### config.mk
export PLATFORM = sky130hd
export DESIGN_NAME = hex_entry_display_flat
export DESIGN_NICKNAME = d
export VERILOG_FILES = /design/src/rtl/hex_entry_display_if.sv /design/src/rtl/hex_entry_display.sv /design/src/flat_wrapper.sv
export SDC_FILE = /design/constraint.sdc
export NUM_CORES = 1
export LEC_CHECK = 0
export CORE_MARGIN = 2
export CORE_UTILIZATION = 43
export CTS_CLUSTER_SIZE = 40
export DETAILED_ROUTE_END_ITERATION = 8
export GPL_ROUTABILITY_DRIVEN = 0
export PLACE_DENSITY = 0.76
export SLEW_MARGIN = 30
export SYNTH_ARGS = -nofsm -noshare
export SYNTH_HDL_FRONTEND = slang
export SYNTH_SLANG_ARGS = --single-unit
### constraint.sdc
create_clock -name Clock -period 3.1 [get_ports Clock]
set_clock_uncertainty 0.15 [all_clocks]
set_input_delay 0.31 -clock Clock [delete_from_list [all_inputs] [get_ports Clock]]
set_output_delay 0.31 -clock Clock [all_outputs]
set_load 0.02 [all_outputs]
### src/rtl/hex_entry_display_if.sv
// hex_entry_display_if
//   Bundles the board-facing signals of hex_entry_display.
//   key_n : raw active-low pushbutton (asynchronous to the clock)
//   mode  : operation applied on a press (00 SHIFT, 01 INCR, 10 DECR, 11 CLEAR)
//   data  : nibble shifted in by SHIFT
//   hex   : active-low seven-segment outputs, digit k on hex[7k+6:7k]
//   ledr  : {overflow, 5'b0, fill count}
//   master drives the inputs (board/bench); slave is the controller.
interface hex_entry_display_if #(
  parameter int NUM_DIGITS = 6
);
  logic                    key_n;
  logic [1:0]              mode;
  logic [3:0]              data;
  logic [7*NUM_DIGITS-1:0] hex;
  logic [9:0]              ledr;

  modport master (
    output key_n,
    output mode,
    output data,
    input  hex,
    input  ledr
  );

  modport slave (
    input  key_n,
    input  mode,
    input  data,
    output hex,
    output ledr
  );
endinterface

### src/rtl/hex_entry_display.sv
// hex_entry_display
//   Multi-digit hexadecimal entry/display controller. A debounced pushbutton
//   commits one operation (shift a nibble in, increment, decrement, clear)
//   into a NUM_DIGITS-digit value register, which is shown on active-low
//   seven-segment displays with optional leading-zero blanking.
//   Ports:
//     Clock  : system clock, rising edge
//     Resetn : asynchronous active-low reset
//     bus    : hex_entry_display_if.slave (key_n, mode, data in; hex, ledr out)
module hex_entry_display #(
  parameter int NUM_DIGITS      = 6,
  parameter int DEBOUNCE_CYCLES = 4,
  parameter int BLANK_LEADING   = 1
) (
  input  logic               Clock,
  input  logic               Resetn,
  hex_entry_display_if.slave bus
);

  localparam int VW    = 4 * NUM_DIGITS;
  localparam int CNT_W = (DEBOUNCE_CYCLES < 2) ? 1 : $clog2(DEBOUNCE_CYCLES);
  localparam logic [CNT_W-1:0] CNT_LAST = CNT_W'(DEBOUNCE_CYCLES - 1);

  // Fill count saturates at the number of digits.
  function automatic logic [3:0] sat_inc(input logic [3:0] f);
    if (f >= 4'(NUM_DIGITS)) return 4'(NUM_DIGITS);
    else                     return f + 4'd1;
  endfunction

  // Active-low segment decode, bit 0 = a ... bit 6 = g.
  function automatic logic [6:0] seg7(input logic [3:0] n);
    case (n)
      4'h0: return 7'b1000000;
      4'h1: return 7'b1111001;
      4'h2: return 7'b0100100;
      4'h3: return 7'b0110000;
      4'h4: return 7'b0011001;
      4'h5: return 7'b0010010;
      4'h6: return 7'b0000010;
      4'h7: return 7'b1111000;
      4'h8: return 7'b0000000;
      4'h9: return 7'b0010000;
      4'hA: return 7'b0001000;
      4'hB: return 7'b0000011;
      4'hC: return 7'b1000110;
      4'hD: return 7'b0100001;
      4'hE: return 7'b0000110;
      default: return 7'b0001110;
    endcase
  endfunction

  logic             sync_p0;
  logic             sync_p1;
  logic             db;
  logic [CNT_W-1:0] cnt;
  logic             press;
  logic [VW-1:0]    value;
  logic [VW-1:0]    value_shl;
  logic [3:0]       fill;
  logic             ovf;

  // Stage p0/p1: two-flop synchroniser for the asynchronous pushbutton.
  always_ff @(posedge Clock or negedge Resetn) begin
    if (!Resetn) begin
      sync_p0 <= 1'b1;
      sync_p1 <= 1'b1;
    end else begin
      sync_p0 <= bus.key_n;
      sync_p1 <= sync_p0;
    end
  end

  // Debounce: db follows the synchronised level only after DEBOUNCE_CYCLES
  // consecutive mismatching samples; any agreeing sample restarts the count.
  always_ff @(posedge Clock or negedge Resetn) begin
    if (!Resetn) begin
      db  <= 1'b1;
      cnt <= '0;
    end else if (sync_p1 == db) begin
      cnt <= '0;
    end else if (cnt == CNT_LAST) begin
      db  <= sync_p1;
      cnt <= '0;
    end else begin
      cnt <= cnt + 1'b1;
    end
  end

  // A press is the edge on which db is about to fall; mode/data are taken
  // from this very edge so the operation lands together with db.
  assign press     = db & ~sync_p1 & (cnt == CNT_LAST);
  assign value_shl = (value << 4) | VW'(bus.data);

  always_ff @(posedge Clock or negedge Resetn) begin
    if (!Resetn) begin
      value <= '0;
      fill  <= '0;
      ovf   <= 1'b0;
    end else if (press) begin
      case (bus.mode)
        2'b00: begin
          value <= value_shl;
          fill  <= sat_inc(fill);
          if (value[VW-1 -: 4] != 4'd0) ovf <= 1'b1;
        end
        2'b01: begin
          value <= value + VW'(1);
          if (&value) ovf <= 1'b1;
        end
        2'b10: begin
          value <= value - VW'(1);
          if (value == '0) ovf <= 1'b1;
        end
        default: begin
          value <= '0;
          fill  <= '0;
          ovf   <= 1'b0;
        end
      endcase
    end
  end

  // Display decode. Scanning from the top digit down, a digit is blanked
  // while every digit from it upward has been zero; digit 0 always shows.
  always_comb begin
    logic       any_nz;
    logic [3:0] nib;
    bus.hex = '1;
    any_nz  = 1'b0;
    nib     = 4'd0;
    for (int k = NUM_DIGITS - 1; k >= 0; k--) begin
      nib    = value[4*k +: 4];
      any_nz = any_nz | (nib != 4'd0);
      if (BLANK_LEADING != 0 && k != 0 && !any_nz)
        bus.hex[7*k +: 7] = 7'b1111111;
      else
        bus.hex[7*k +: 7] = seg7(nib);
    end
  end

  assign bus.ledr = {ovf, 5'b00000, fill};

endmodule

### src/flat_wrapper.sv
// flat-port wrapper written by rule: the top's interface ports become plain ports
module hex_entry_display_flat 
#(
  parameter int NUM_DIGITS      = 6,
  parameter int DEBOUNCE_CYCLES = 4,
  parameter int BLANK_LEADING   = 1
)
  (Clock, Resetn, bus_key_n, bus_mode, bus_data, bus_hex, bus_ledr);
  hex_entry_display_if #(.NUM_DIGITS(NUM_DIGITS)) bus_i ();
  input  logic Clock;
  input  logic Resetn;
  input wire logic [$bits(bus_i.key_n)-1:0] bus_key_n;
  input wire logic [$bits(bus_i.mode)-1:0] bus_mode;
  input wire logic [$bits(bus_i.data)-1:0] bus_data;
  output wire logic [$bits(bus_i.hex)-1:0] bus_hex;
  output wire logic [$bits(bus_i.ledr)-1:0] bus_ledr;
  assign bus_i.key_n = bus_key_n;
  assign bus_i.mode = bus_mode;
  assign bus_i.data = bus_data;
  assign bus_hex = bus_i.hex;
  assign bus_ledr = bus_i.ledr;
  hex_entry_display #(.NUM_DIGITS(NUM_DIGITS), .DEBOUNCE_CYCLES(DEBOUNCE_CYCLES), .BLANK_LEADING(BLANK_LEADING)) u_core (.Clock(Clock), .Resetn(Resetn), .bus(bus_i));
endmodule
==> impl_results.md <==
* Commonest non-fill, non-tap cells in the layout: buf_4, o21ai_0, nand2_1, nor2_1, ha_1
* Share of layout cells above drive strength 1 at between 15 and 20%
* Die ar. at around 12000 um^2
* Register area share after synthesis at between 15 and 20%
* Pin count of the biggest net entering global routing at 35
* DRT antenna net count at 0
* Top FF cell, synth: dfrtp_1
* Via-per-instance ratio at 6.065
* Site Rows at 38
* Peak supply drop at 0.4842 mV
* Worst-Margin Slew at just under 800 ps
* Ys async rst share at 100.0%
* Final period utilization at between 90% and 100%
* Setup violators final at 0
* Setup TNS at 0 ps
* Clock buffer depth at 2
* Ant diodes at 0
* Slowest stage delay, CP at around 640 ps
* #FFs+latches synth at 34
* Minimum clock period at between 2000 and 3000 ps
* Number of flops mapped to enable cells by yosys at 0
* H-Tree Depth at 2
* Die Wd at 109.8 um
* Cells after synthesis at between 600 and 700
* CTS tree: done
* Drt total wl at about 15000 um
* Synth Warn # at 0
* Worst Path Buf+Inv at 3
* Core area at between 10000 and 15000 um^2
* TritonCTS Buffers at 5
* Critical path startpoint category: flip-flop
* Num ports at 61
* Setup Buffers After CTS at 0
* Gr usage total at 24.80%
* Pwr Density at about 840 nW/um^2
* Outcome: completed
* Worst path required time at between 2000 and 3000 ps
* # DRC at 0
* CP Max Fanout at 4
* Clk_lat worst skew at 300 ps
* Worst Path Arrival at around 2500 ps
* Drt first pass iters at 6
* Slowest CP cell: clkdlybuf4s50_1
* Clk pin slew, worst setup/hold paths at around 70 ps
* Slew Viols, Final at 0
* DP HPWL at between 10000 and 15000 um
* Post-Syn Area at 4811 um^2
* Wire length per cell at approximately 17 um
* Leakage at about 2.5 nW
* Critical Path End Type: output pin
* Synthesis-to-finish area growth at 23.30%
* Number of hold buffers added after CTS at 0
* Largest delay contributor family on the critical path: buffers and inverters
* Root Buffer: clkbuf_8
* Starting Density at between 40% and 50%
* Die H at ~110 um
* Total global routing overflow at 0
* Commonest non-fill, non-tap cell in the layout: buf_4
* Unrepaired setup endpoints after global routing: no
* Crit path cell chain: inv_1, ha_1, nor3b_4, nand4_1, buf_4, a21oi_1, nand2_1, o21ai_0, clkdlybuf4s50_1
* Kind of critical path: reg -> out
* Clock sink total at 34
* Netlist cell types at 72
* Fmax at ~0.34 GHz
* Drt first-iter violations at between 700 and 800
* Initial antenna violation count at 0
* Vias at approximately 5300
* Layout Nets at slightly below 800
* Final hold viol count at 0
* Slew HR at about 47%
* Port Buf Inserts at 55
* MaxCap Viol Count at 0
* Final Power at approximately 0.005 W
* Vias in the first global route at just under 5000
* Worst hold path class: reg -> reg
* Syn Area/Cell at 7.311 um^2
* First-pass GRT wire length at roughly 24000 um
* Hold WS at approximately 210 ps
==> layout make-up <==
| cell class | instances | area [um^2] |
|---|---|---|
| Clock inverter | 2 | 12.51 |
| Sequential cell | 34 | 854.6 |
| Multi-Input combinational cell | 537 | 3611 |
| Inverter | 27 | 105.1 |
| Fill cell | 1010 | 4956 |
| Timing Repair Buffer | 130 | 1091 |
| Tap cell | 140 | 175.2 |
| Clock buffer | 6 | 82.58 |
==> synthesized netlist by cell type, types with 12 or more instances <==
cell type	number	area [um^2]
o211ai_1	12	90.09
a22oi_1	19	142.6
nor3_1	14	70.07
ha_1	47	588.1
nor2b_1	14	87.58
inv_1	26	97.59
nand2_1	63	236.5
buf_2	16	80.08
nand3_1	16	80.08
xnor2_1	24	210.2
a21oi_1	40	200.2
dfrtp_1	31	775.7
o21ai_0	69	345.3
clkbuf_1	30	112.6
nor2_1	52	195.2
==> metrics by stage <==
| step | util, % | cell area (um^2) | setup WS, ps | instances |
|---|---|---|---|---|
| after floorplan | - | 4866 | 17.48 | 662 |
| after global placement | 53.71 | 5848 | -91.19 | 868 |
| after detailed placement | 53.71 | 5848 | -97.79 | 868 |
| after CTS | 54.46 | 5929 | 8.087 | 876 |
| after global routing | 54.48 | 5932 | 1.357 | 876 |
| final | 54.48 | 5932 | 119.7 | 876 |
==> kinds of logic after synthesis <==
family / synth area share, %
mux: 2.393
xor+xnor: 5.826
buf+inv: 8.296
flops: 17.76
other cells: 0.07795
compound gates: 32.09
simple gates: 21.33
fa+ha+maj: 12.22
==> what timing repair did <==
action,CTS,global route
resized for setup,19,19
setup endpoints to repair,18,11
pin swaps,0,1
gates cloned,0,0
endpoints found under the hold margin,0,0
==> sequential cells by signal (all words and copies together), names as in the netlist <==
register,flops
u_core.ovf,1
u_core.value,24
u_core.sync_p1,1
u_core.cnt,2
u_core.fill,4
u_core.sync_p0,1
u_core.db,1
==> path summary, 6_finish.rpt <==
path | startpoint | endpoint | slack (ps) | cells past startpoint
max in group asynchronous | Resetn | u_core.db$_DFFE_PN1P_ | 2170 | 2
worst max-delay path | u_core.value[21]$_DFFE_PN0P_ | bus_hex[27] | 120 | 9
worst min-delay path | u_core.sync_p0$_DFF_PN1_ | u_core.sync_p1$_DFF_PN1_ | 210 | 0
worst min register to register | u_core.sync_p0$_DFF_PN1_ | u_core.sync_p1$_DFF_PN1_ | 210 | 0
worst max register to register | u_core.value[5]$_DFFE_PN0P_ | u_core.value[17]$_DFFE_PN0P_ | 370 | 9
min in group asynchronous | Resetn | u_core.value[0]$_DFFE_PN0P_ | 270 | 2
==> per-layer routing <==
metal  track usage [%]  share of wire, %  vias up
met5                 0                 0        -
met4             10.94               4.2        0
met3             3.023               7.3       56
met2             42.55                48      283
met1             31.07                41     2452
li1                  -                 -     2522
==> power by group <==
part / switching, W / leakage [nW] / internal (W) / total (W)
Clock: 0.000187 / 0.0472 / 0.000179 / 0.000366
Combinational: 0.00218 / 2.08 / 0.00165 / 0.00383
Sequential: 0.000195 / 0.420 / 0.000568 / 0.000763
Note: power is estimated with default switching activity, not from simulation.
